$ cat src/rtl/fetch_pkg.sv
// Shared definitions for the instruction fetch unit.
//   fetch_state_e : fetch control states (boot, run, fault)
//   PC_STEP       : byte increment between sequential instruction words
package fetch_pkg;

    typedef enum logic [1:0] {
        StBoot  = 2'd0,
        StRun   = 2'd1,
        StFault = 2'd2
    } fetch_state_e;

    localparam int unsigned PC_STEP = 4;

endpackage

$ cat src/rtl/fetch_out_reg.sv
// Valid/ready holding register presented to decode.
// Ports:
//   clk, rst_n          : clock, asynchronous active-low reset
//   load                : capture in_instr/in_pc and set valid
//   hold                : keep current contents (blocks load)
//   flush               : clear valid; wins over load and hold
//   in_instr, in_pc     : data to capture
//   valid, instr, pc    : registered outputs
module fetch_out_reg #(
    parameter int unsigned BIT_WIDTH  = 32,
    parameter int unsigned ADDR_WIDTH = 10
) (
    input  logic                  clk,
    input  logic                  rst_n,
    input  logic                  load,
    input  logic                  hold,
    input  logic                  flush,
    input  logic [BIT_WIDTH-1:0]  in_instr,
    input  logic [ADDR_WIDTH-1:0] in_pc,
    output logic                  valid,
    output logic [BIT_WIDTH-1:0]  instr,
    output logic [ADDR_WIDTH-1:0] pc
);

    logic                  valid_q, valid_d;
    logic [BIT_WIDTH-1:0]  instr_q, instr_d;
    logic [ADDR_WIDTH-1:0] pc_q, pc_d;

    // Flush only drops valid; stale data behind valid=0 is harmless.
    always_comb begin
        valid_d = valid_q;
        instr_d = instr_q;
        pc_d    = pc_q;
        if (flush) begin
            valid_d = 1'b0;
        end else if (load && !hold) begin
            valid_d = 1'b1;
            instr_d = in_instr;
            pc_d    = in_pc;
        end
    end

    always_ff @(posedge clk or negedge rst_n) begin
        if (!rst_n) begin
            valid_q <= 1'b0;
            instr_q <= '0;
            pc_q    <= '0;
        end else begin
            valid_q <= valid_d;
            instr_q <= instr_d;
            pc_q    <= pc_d;
        end
    end

    assign valid = valid_q;
    assign instr = instr_q;
    assign pc    = pc_q;

endmodule

$ cat src/rtl/fetch_unit.sv
// Single-issue instruction fetch stage.
// Ports:
//   clk, rst_n       : clock, asynchronous active-low reset
//   imem_addr        : byte address to instruction memory (equals the PC)
//   imem_data        : combinational read data for imem_addr
//   redirect_valid   : branch/jump redirect request
//   redirect_pc      : redirect target byte address (must be word aligned)
//   out_valid/ready  : handshake with decode
//   out_instr/out_pc : fetched instruction and its byte address
//   fault            : misaligned redirect seen; fetch stopped until reset
//   fetch_count      : number of instructions handed to decode (wraps)
module fetch_unit
    import fetch_pkg::*;
#(
    parameter int unsigned BIT_WIDTH   = 32,
    parameter int unsigned ENTRY_COUNT = 256,
    parameter int unsigned ADDR_WIDTH  = $clog2((BIT_WIDTH / 8) * ENTRY_COUNT),
    parameter int unsigned RESET_PC    = 0
) (
    input  logic                  clk,
    input  logic                  rst_n,
    output logic [ADDR_WIDTH-1:0] imem_addr,
    input  logic [BIT_WIDTH-1:0]  imem_data,
    input  logic                  redirect_valid,
    input  logic [ADDR_WIDTH-1:0] redirect_pc,
    output logic                  out_valid,
    input  logic                  out_ready,
    output logic [BIT_WIDTH-1:0]  out_instr,
    output logic [ADDR_WIDTH-1:0] out_pc,
    output logic                  fault,
    output logic [31:0]           fetch_count
);

    fetch_state_e          state_q, state_d;
    logic [ADDR_WIDTH-1:0] pc_q, pc_d;
    logic [31:0]           fetch_count_q, fetch_count_d;

    logic load, hold, flush;
    logic advance, redirect_aligned, handshake;

    assign advance          = !out_valid || out_ready;
    assign redirect_aligned = (redirect_pc[1:0] == 2'b00);
    assign handshake        = out_valid && out_ready;

    // State register
    always_ff @(posedge clk or negedge rst_n) begin
        if (!rst_n) begin
            state_q       <= StBoot;
            pc_q          <= ADDR_WIDTH'(RESET_PC);
            fetch_count_q <= '0;
        end else begin
            state_q       <= state_d;
            pc_q          <= pc_d;
            fetch_count_q <= fetch_count_d;
        end
    end

    // Next-state logic; boot lasts a single cycle and fault is sticky.
    always_comb begin
        state_d = state_q;
        unique case (state_q)
            StBoot:  state_d = StRun;
            StRun:   if (redirect_valid && !redirect_aligned) state_d = StFault;
            StFault: state_d = StFault;
            default: state_d = StBoot;
        endcase
    end

    // Output / datapath control. Redirect beats both advance and stall.
    always_comb begin
        load  = 1'b0;
        hold  = 1'b0;
        flush = 1'b0;
        pc_d  = pc_q;
        unique case (state_q)
            StRun: begin
                if (redirect_valid) begin
                    flush = 1'b1;
                    if (redirect_aligned) pc_d = redirect_pc;
                end else if (advance) begin
                    load = 1'b1;
                    // Natural wrap modulo 2^ADDR_WIDTH.
                    pc_d = pc_q + ADDR_WIDTH'(PC_STEP);
                end else begin
                    hold = 1'b1;
                end
            end
            default: begin
                load  = 1'b0;
                hold  = 1'b0;
                flush = 1'b0;
            end
        endcase
    end

    // Out-valid is zero outside RUN, so counting needs no state qualifier.
    always_comb begin
        fetch_count_d = fetch_count_q;
        if (handshake) fetch_count_d = fetch_count_q + 32'd1;
    end

    fetch_out_reg #(
        .BIT_WIDTH (BIT_WIDTH),
        .ADDR_WIDTH(ADDR_WIDTH)
    ) u_out_reg (
        .clk     (clk),
        .rst_n   (rst_n),
        .load    (load),
        .hold    (hold),
        .flush   (flush),
        .in_instr(imem_data),
        .in_pc   (pc_q),
        .valid   (out_valid),
        .instr   (out_instr),
        .pc      (out_pc)
    );

    assign imem_addr   = pc_q;
    assign fault       = (state_q == StFault);
    assign fetch_count = fetch_count_q;

endmodule
$ cat config.mk
export PLATFORM = sky130hd
export DESIGN_NAME = fetch_unit
export DESIGN_NICKNAME = d
export VERILOG_FILES = /design/src/rtl/fetch_pkg.sv /design/src/rtl/fetch_out_reg.sv /design/src/rtl/fetch_unit.sv
export SDC_FILE = /design/constraint.sdc
export NUM_CORES = 1
export LEC_CHECK = 0
export BUFFER_PORTS_ARGS = -buffer_cell sky130_fd_sc_hd__clkbuf_2
export CAP_MARGIN = 25
export CORE_AREA = 4 4 96 98
export CTS_CLUSTER_DIAMETER = 60
export CTS_CLUSTER_SIZE = 30
export DETAILED_ROUTE_END_ITERATION = 8
export DIE_AREA = 0 0 100 102
export PLACE_DENSITY = 0.86
export SETUP_SLACK_MARGIN = 0.15
export SYNTH_ARGS = -nofsm -noshare
export SYNTH_HDL_FRONTEND = slang
export SYNTH_SLANG_ARGS = --single-unit
$ cat constraint.sdc
create_clock -name clk -period 1.72 [get_ports clk]
set_clock_uncertainty 0.1 [all_clocks]
set_input_delay 0 -clock clk [delete_from_list [all_inputs] [get_ports clk]]
set_output_delay 0 -clock clk [all_outputs]
set_load 0.03 [all_outputs]
==> flow_summary.toml, run 1 <==
[setup_path]
path_class = "reg2reg"
critPathMaxStageDelay_ns = 0.40
path_max_fanout = 13
timing.rr.start = "state_q[1]"
cp-end-kind = "flip-flop"
rrSetupSlack_ns = 0.03
cp_top_family = "flip-flops"
r2r-end = "u_out_reg.instr[23]"
critPathRequiredTime_ns = 1.85
cp_cell_sequence = "inv_2 > ha_4 > and3b_2 > buf_12 > buf_12 > mux2_2"
critPathMostFrequentCell = "buf_12"
arrival_ns = 1.82
critPathBufInv = 3
rr_worst_depth = 6
worst_setup_path_start_kind = "flip-flop"
cp_slowest_cell = "dfrtp_1"

[drt]
first_pass_iters = 4
vias_per_cell = 5.02
drc_errors = 0
first_iter_violations = 73
wl_mm = 10.6
vias = 3218
drt.antenna.violating_nets = 0
wl_per_cell_um = 16.5

[yosys]
ys_ff_latch = 87
synth-edff-count = 0
synthTopCellsByArea = "dfrtp_1 59%, mux2_2 13%, xnor2_1 3.8%"
syn_nets = 353
post_synth_instance_area_um2 = 3700
synthArstFlopShare = 1.00
ys_top_cells_by_count = "87 x dfrtp_1, 43 x mux2_2, 24 x nor2_1, 22 x nand2_1, 18 x nand3_1"
ys_seq_area_frac = 0.588
synthFlopType = "dfrtp_1"
synth_top_area_share = 0.588
synth_top_area_cell = "dfrtp_1"
synthCells = 302
yosysWarnings = 0
syn-mean-instance-area_um2 = 12.3
yosysMostFrequentCell = "dfrtp_1"
synth.distinct_cells = 32

[timing]
max-slew-margin-rel = 0.635
rsz0062_at_grt = "true"
timing.fmax_ghz = 0.592
tightest_slew_ns = 0.548
slew_violations = 0
hold_viol = 0
finalCriticalPeriod_ns = 1.69
setup_viol = 0
min_period_over_period = 0.982
fin_ws_ns = 0.0313
final.setup.tns_ns = 0

[cts]
clock_latency_ns = 0.35
cts_tree = "yes"
clock-sinks = 87
htreeDepth = 3
clk_pin_slew_worst_paths_ns = 0.08
clk_path_buf_depth = 2
clock-root-buffer = "clkbuf_8"
cts_inserted_buffers = 9

[global_route]
grt_usage = 0.193
grt_max_degree = 45
antenna_found_initial = 0
grt_overflow = 0
grt_pass1_vias = 3326
grt_pass1_wl_mm = 15.6

[die]
die_h_um = 102
initial_utilization = 0.437
rows = 34
core_area_um2 = 8470
ios = 132
die_w_um = 100
die_area_um2 = 10200

[finish]
area_growth_pct = 59.0
nFillCells = 612
fin_cells = 641
final_layout_size_suffix_gt1_frac = 0.535
diodes = 0
layout.nets = 579

[pwr]
peakVddDrop_v = 0.00102
p_leak_nw = 2.95
p_total_mw = 8.77
power_per_cell_area_nw_per_um2 = 1490

[status]
status = "finished clean"

[worst_hold_path]
hold_path_class = "in2reg"
hold_start = "redirect_pc[1]"
min_path_cells = 4
min_to = "state_q[1]"

[placed_design]
placed_cells = 550
port_buffers = 131
hpwlAfterDp_mm = 6.46
dp_slack_ns = 0.0223
gp_congestion = 0.758

[job]
max_cap_viol_count = 0
layer usage:
layer	GRT usage	vias up	share of wire
li1	-	1495	-
met1	0.224	1589	0.39
met2	0.352	116	0.54
met3	0.0410	18	0.050
met4	0.0736	0	0.017
met5	0	-	0
cell usage in the layout, fill, tap and decap left out, types with 10 or more instances in the layout:
master	n
nor2_1	19
xnor2_1	16
clkbuf_2	130
buf_4	39
dfrtp_1	64
mux2_4	41
dfrtp_2	23
o21ai_0	10
nand3_1	16
xor2_1	15
nand2_1	20
dlygate4sd3_1	45
per-stage QoR:
step | area (um^2) | util | hold slack (ns)
after floorplan | 3870 | - | -0.396
after global routing | 5880 | 0.695 | 0.104
after global placement | 4750 | 0.561 | -0.0784
final | 5880 | 0.695 | 0.0610
after detailed placement | 4750 | 0.561 | -0.0725
after CTS | 5540 | 0.654 | 0.0124
registers in the layout, summed over array words and instances (netlist names):
name             count
u_out_reg.instr     32
state_q              2
u_out_reg.pc        10
fetch_count         32
u_out_reg.valid      1
imem_addr           10
what timing repair did:
item / in CTS / in global routing
endpoints found under the hold margin: 132 / 0
gates resized for setup: 7 / 51
hold buffers: 45 / 0
buffers inserted: 15 / 13
endpoints found under the setup margin: 53 / 65
pin swaps: 6 / 8
cloned: 0 / 3
where the power goes:
group	total (mW)	switching (mW)	leakage [nW]	internal, mW
logic	4.11	2.36	1.78	1.76
registers	3.25	0.532	1.07	2.72
clock network	1.41	0.730	0.0973	0.683
total	8.77	3.62	2.95	5.16
area by class of cell:
cell class              instances  area (um^2)  area share
flip-flops and latches         87         2210       0.375
well taps                     108          135      0.0230
clock inverters                 6         68.8      0.0117
clock buffers                  10          128      0.0217
repair buffers                225         1580       0.268
inverters                       4         15.0     0.00255
multi-input cells             201         1750       0.298
worst min-delay path, stage by stage:
cell and delay, ns:
clkbuf_2 0.09, o21ai_0 0.13, nand2_1 0.14, o21ai_0 0.09
worst max-delay path by stage:
stage                     slack, ns                   to  depth (start not counted)           start
after floorplan               -0.04      fetch_count[20]                          5  fetch_count[7]
after global placement         0.07      fetch_count[20]                          5  fetch_count[9]
after detailed placement       0.02      fetch_count[20]                          6  fetch_count[1]
after CTS                      0.06      fetch_count[24]                          5  fetch_count[5]
after global routing          -0.04      fetch_count[20]                          5  fetch_count[6]
final                          0.03  u_out_reg.instr[23]                          6      state_q[1]
cell families after synthesis:
logic type               count (synthesis)  synth area share
AND/OR/NAND/NOR                         95             0.133
XOR/XNOR                                31            0.0734
buffers and inverters                   14            0.0156
adder cells (fa/ha/maj)                  5            0.0169
flip-flops                              87             0.588
multiplexers                            45             0.136
AO/OA/AOI/OAI                           25            0.0365
(Power assumes the default switching activity.)
==> run 2, diff against run 1 <==
--- a/config.mk
+++ b/config.mk
@@ -13,6 +13,7 @@
 export DETAILED_ROUTE_END_ITERATION = 8
 export DIE_AREA = 0 0 100 102
 export PLACE_DENSITY = 0.86
+export REMOVE_ABC_BUFFERS = 1
 export SETUP_SLACK_MARGIN = 0.15
 export SYNTH_ARGS = -nofsm -noshare
 export SYNTH_HDL_FRONTEND = slang
==> flow_summary.toml, run 2 (synthesis gave the netlist of run 1 again) <==
[cts]
cts_tree = "yes"
htreeDepth = 3
clock-sinks = 87
clk_pin_slew_worst_paths_ns = 0.09
clock-root-buffer = "clkbuf_8"
clk_path_buf_depth = 2
cts_inserted_buffers = 9
clock_latency_ns = 0.34

[finish]
final_layout_size_suffix_gt1_frac = 0.530
fin_cells = 655
layout.nets = 594
final_common_cell = "clkbuf_2"
mostFrequentLayoutCells = "130 x clkbuf_2, 84 x dfrtp_1, 45 x dlygate4sd3_1, 43 x buf_4, 42 x mux2_4"
nFillCells = 521
area_growth_pct = 67.3
diodes = 0

[timing]
timing.fmax_ghz = 0.550
slew_violations = 0
hold_viol = 0
max-slew-margin-rel = 0.641
rsz0062_at_grt = "true"
min_period_over_period = 1.06
final.setup.tns_ns = -0.747
tightest_slew_ns = 0.538
setup_viol = 23
fin_ws_ns = -0.0985
finalCriticalPeriod_ns = 1.82

[status]
failed_checks = "negative setup slack"
status = "complete, but fails checks"

[setup_path]
timing.rr.start = "fetch_count[1]"
rr_worst_depth = 6
path_class = "reg2reg"
rrSetupSlack_ns = -0.1
worst_setup_path_start_kind = "flip-flop"
path_max_fanout = 4
arrival_ns = 1.94
critPathRequiredTime_ns = 1.84
r2r-end = "fetch_count[22]"
cp-end-kind = "flip-flop"

[job]
max_cap_viol_count = 0

[drt]
vias_per_cell = 5.06
drc_errors = 0
first_iter_violations = 83
vias = 3313
drt.antenna.violating_nets = 0
first_pass_iters = 4
wl_per_cell_um = 18.5
wl_mm = 12.1

[die]
die_w_um = 100
initial_utilization = 0.437
ios = 132
rows = 34
die_h_um = 102
die_area_um2 = 10200
core_area_um2 = 8470

[placed_design]
hpwlAfterDp_mm = 6.33
gp_congestion = 0.802
placed_cells = 556
port_buffers = 131
dp_slack_ns = -0.0714

[pwr]
power_per_cell_area_nw_per_um2 = 1560
p_leak_nw = 3.13
peakVddDrop_v = 0.000809

[global_route]
grt_overflow = 0
grt_max_degree = 42
grt_pass1_vias = 3383
antenna_found_initial = 0
grt_usage = 0.227
grt_pass1_wl_mm = 17.8

[worst_hold_path]
hold_path_class = "in2async"
==> run 2: how the worst max path moves through the flow <==
stage / endpoint / depth (start not counted) / from
global placement: fetch_count[20] / 6 / fetch_count[0]
finish: fetch_count[22] / 6 / fetch_count[1]
floorplan: u_out_reg.instr[0] / 4 / state_q[1]
detailed placement: fetch_count[20] / 6 / fetch_count[1]
global route: fetch_count[20] / 6 / fetch_count[1]
CTS: fetch_count[20] / 6 / fetch_count[1]
==> run 2: final cells by class <==
cell class              instances  area (um^2)  area share
well taps                     108          135      0.0218
clock buffers                  10          128      0.0206
inverters                       4         15.0     0.00243
clock inverters                 5          106      0.0172
multi-input cells             201         1790       0.289
repair buffers                240         1840       0.297
flip-flops and latches         87         2180       0.352
==> run 2: critical path: stages, from the launching register on <==
cell and delay (ns):
dfrtp_1 0.37, ha_2 0.20, nand2_2 0.06, or4_4 0.56
nor2_4 0.15, nand3_1 0.11, xnor2_1 0.15
==> run 2: layer usage <==
layer / vias up / GRT usage / routed length, um
met2: 143 / 0.415 / 6390
met1: 1627 / 0.261 / 4750
li1: 1523 / - / -
met3: 20 / 0.0505 / 691
met4: 0 / 0.0829 / 259
met5: - / 0 / 0
==> run 2: repair_timing <==
item | in CTS | in global routing
setup endpoints to repair | 63 | 71
pin swaps | 9 | 11
resized for setup | 63 | 46
endpoints found under the hold margin | 134 | 0
hold buffers | 45 | 0
cloned | 7 | 1
setup buffers | 23 | 8
==> run 2: power breakdown <==
group,internal [mW],switching (mW)
registers,2.70,0.572
logic,2.11,2.61
clock network,0.964,0.724
total,5.78,3.91
==> run 2: per-stage QoR <==
stage / hold slack (ns) / util / power [mW] / cell area (um^2)
floorplan: -0.396 / - / 5.37 / 3660
global placement: -0.0873 / 0.551 / 6.47 / 4660
detailed placement: -0.0880 / 0.551 / 6.65 / 4660
CTS: 0.0743 / 0.704 / 9.21 / 5960
global route: 0.135 / 0.731 / 10.1 / 6190
finish: 0.0974 / 0.731 / 9.68 / 6190
==> run 3, diff against run 2 <==
--- a/config.mk
+++ b/config.mk
@@ -5,13 +5,14 @@
 export SDC_FILE = /design/constraint.sdc
 export NUM_CORES = 1
 export LEC_CHECK = 0
+export ABC_AREA = 1
 export BUFFER_PORTS_ARGS = -buffer_cell sky130_fd_sc_hd__clkbuf_2
 export CAP_MARGIN = 25
-export CORE_AREA = 4 4 96 98
+export CORE_AREA = 4 4 92 94
 export CTS_CLUSTER_DIAMETER = 60
 export CTS_CLUSTER_SIZE = 30
 export DETAILED_ROUTE_END_ITERATION = 8
-export DIE_AREA = 0 0 100 102
+export DIE_AREA = 0 0 96 98
 export PLACE_DENSITY = 0.86
 export REMOVE_ABC_BUFFERS = 1
 export SETUP_SLACK_MARGIN = 0.15
==> constraint.sdc (replaced) <==
create_clock -name clk -period 2.1 [get_ports clk]
set_clock_uncertainty 0.1 [all_clocks]
set_input_delay 0 -clock clk [delete_from_list [all_inputs] [get_ports clk]]
set_output_delay 0 -clock clk [all_outputs]
set_load 0.03 [all_outputs]
==> flow_summary.toml, run 3 <==
[yosys]
synth-edff-count = 0
synth_top_area_share = 0.526
ys_ff_latch = 87
synthTopCellsByArea = "dfrtp_1 53%, mux2_2 8.7%, nand2_1 8.2%"
post_synth_instance_area_um2 = 4140
synth.distinct_cells = 32
synthCells = 421
yosysMostFrequentCell = "nand2_1"
synthArstFlopShare = 1.00
synth_top_area_cell = "dfrtp_1"
ys_top_cells_by_count = "90 x nand2_1, 87 x dfrtp_1, 44 x inv_1, 35 x nor2_1, 32 x mux2_2"
synthFlopType = "dfrtp_1"
ys_seq_area_frac = 0.526
syn-mean-instance-area_um2 = 9.83
yosysWarnings = 0

[die]
die_h_um = 98
initial_utilization = 0.541
ios = 132
core_area_um2 = 7650
die_w_um = 96
die_area_um2 = 9410
rows = 32

[timing]
rsz0062_at_grt = "true"
hold_viol = 0
max-slew-margin-rel = 0.615
timing.fmax_ghz = 0.544
setup_viol = 0
holdWs_ns = 0.0289
slew_violations = 0
tightest_slew_ns = 0.573
final.setup.tns_ns = 0
finalCriticalPeriod_ns = 1.84
min_period_over_period = 0.875

[pwr]
power_per_cell_area_nw_per_um2 = 1260
clkPwrFrac = 0.196
p_leak_nw = 2.87
internal-power_mw = 3.91
sequentialPowerShare = 0.382
p_switching_mw = 3.08
p_total_mw = 7.00
peakVddDrop_v = 0.00102
comb_power_share = 0.422
swShare = 0.441

[setup_path]
critPathMaxStageDelay_ns = 0.43
path_class = "reg2reg"
cp_cell_sequence = "inv_1 > ha_1 > inv_1 > nor2_4 > nand2_8 > mux2_1"
critPathRequiredTime_ns = 2.23
timing.rr.start = "state_q[1]"
arrival_ns = 1.96
worst_setup_path_start_kind = "flip-flop"
critPathMostFrequentCell = "inv_1"
rrSetupSlack_ns = 0.26
r2r-end = "u_out_reg.instr[27]"
rr_worst_depth = 6
path_max_fanout = 50
cp-end-kind = "flip-flop"
cp_top_family = "multiplexers"
critPathBufInv = 2
cp_slowest_cell = "mux2_1"

[global_route]
antenna_found_initial = 0
grt_overflow = 0
grt_usage = 0.258
grt_pass1_vias = 3951
grt_max_degree = 51
grt_pass1_wl_mm = 19.0

[cts]
cts_tree = "yes"
cts_inserted_buffers = 9
clock_latency_ns = 0.34
clock-root-buffer = "clkbuf_8"
clock-sinks = 87
clk_pin_slew_worst_paths_ns = 0.09
clk_path_buf_depth = 2
htreeDepth = 3

[drt]
vias = 3695
drc_errors = 0
wl_per_cell_um = 16.5
vias_per_cell = 5.22
wl_mm = 11.7
first_pass_iters = 5
first_iter_violations = 178
drt.antenna.violating_nets = 0

[status]
status = "finished clean"

[finish]
final_layout_size_suffix_gt1_frac = 0.347
area_growth_pct = 34.4
layout.nets = 652
mostFrequentLayoutCells = "130 x clkbuf_2, 90 x nand2_1, 87 x dfrtp_1, 44 x inv_1, 44 x dlygate4sd3_1"
diodes = 0
final_common_cell = "clkbuf_2"

[job]
max_cap_viol_count = 0

[placed_design]
hpwlAfterDp_mm = 7.44
port_buffers = 131
gp_congestion = 0.931

[worst_hold_path]
hold_path_class = "in2reg"
min_to = "state_q[0]"
hold_start = "redirect_pc[1]"
min_path_cells = 4
[run 3: cell count changes after synthesis, sizes merged, moves of 4 or more]
cell,previous run,this run
a21oi,5,0
and3,7,0
clkbuf,6,1
inv,4,46
mux2,43,34
nand2,23,97
nand3,18,22
nand4,7,11
nor2,25,47
o21ai,15,20
xnor2,16,9
[run 3: layout make-up]
class	count	area, um^2
flip-flops and latches	87	2180
fillers	529	2080
multi-input cells	280	1720
repair buffers	177	1130
inverters	46	173
clock buffers	11	151
well taps	102	128
clock inverters	5	87.6
[run 3: timing repair]
| action | 4_1_cts | 5_1_grt |
|---|---|---|
| setup buffers | 0 | 0 |
| gates resized for setup | 0 | 3 |
| hold buffers | 44 | 0 |
| endpoints found under the hold margin | 119 | 0 |
| setup endpoints to repair | 0 | 37 |
[run 3: worst max-delay path by stage]
| stage | cells past startpoint | slack, ns | startpoint | end |
|---|---|---|---|---|
| after global routing | 9 | 0.14 | state_q[1] | imem_addr[8] |
| after detailed placement | 6 | 0.22 | state_q[1] | u_out_reg.instr[27] |
| final | 6 | 0.26 | state_q[1] | u_out_reg.instr[27] |
| after CTS | 6 | 0.19 | state_q[1] | u_out_reg.instr[27] |
| after global placement | 6 | 0.31 | state_q[1] | u_out_reg.instr[15] |
| after floorplan | 4 | 0.31 | u_out_reg.valid | u_out_reg.instr[0] |
[run 3: per-layer routing]
layer / GRT usage / wire, um / vias to the layer above
met2: 0.431 / 5850 / 193
met1: 0.306 / 4430 / 1761
li1: - / - / 1711
met3: 0.0732 / 1070 / 30
met5: 0 / 0 / -
met4: 0.113 / 319 / 0
[run 3: stage by stage]
step | worst slack, ns | instances | cell area, um^2 | util
finish | 0.262 | 708 | 5570 | 0.728
global placement | 0.311 | 648 | 4880 | 0.638
floorplan | 0.314 | 413 | 4060 | -
global route | 0.143 | 708 | 5570 | 0.728
detailed placement | 0.216 | 648 | 4880 | 0.638
CTS | 0.194 | 708 | 5560 | 0.727
[run 3: worst register-to-register path: cells and delay by family (launching register included)]
| family | cells | cell delay [ns] |
|---|---|---|
| mux | 1 | 0.45 |
| simple gates | 2 | 0.42 |
| flops | 1 | 0.39 |
| buf+inv | 2 | 0.18 |
| fa+ha+maj | 1 | 0.18 |
[run 3: power groups by stage]
stage          clock network, mW  logic [mW]  registers, mW
2_1_floorplan                  0       0.889           3.59
3_3_place_gp                   0        2.68           2.61
3_5_place_dp                   0        2.78           2.64
4_1_cts                     1.39        2.86           2.62
5_1_grt                     1.46        3.14           2.72
6_report                    1.37        2.95           2.67
[run 3: kinds of logic after synthesis]
group	after synthesis	synth area share
and+or+nand+nor	192	0.223
muxes	34	0.0925
buffers and inverters	54	0.0601
xor gates and xnor gates	24	0.0508
DFF	87	0.526
AOI/OAI and AO/OA	25	0.0329
adders and majority gates	5	0.0151
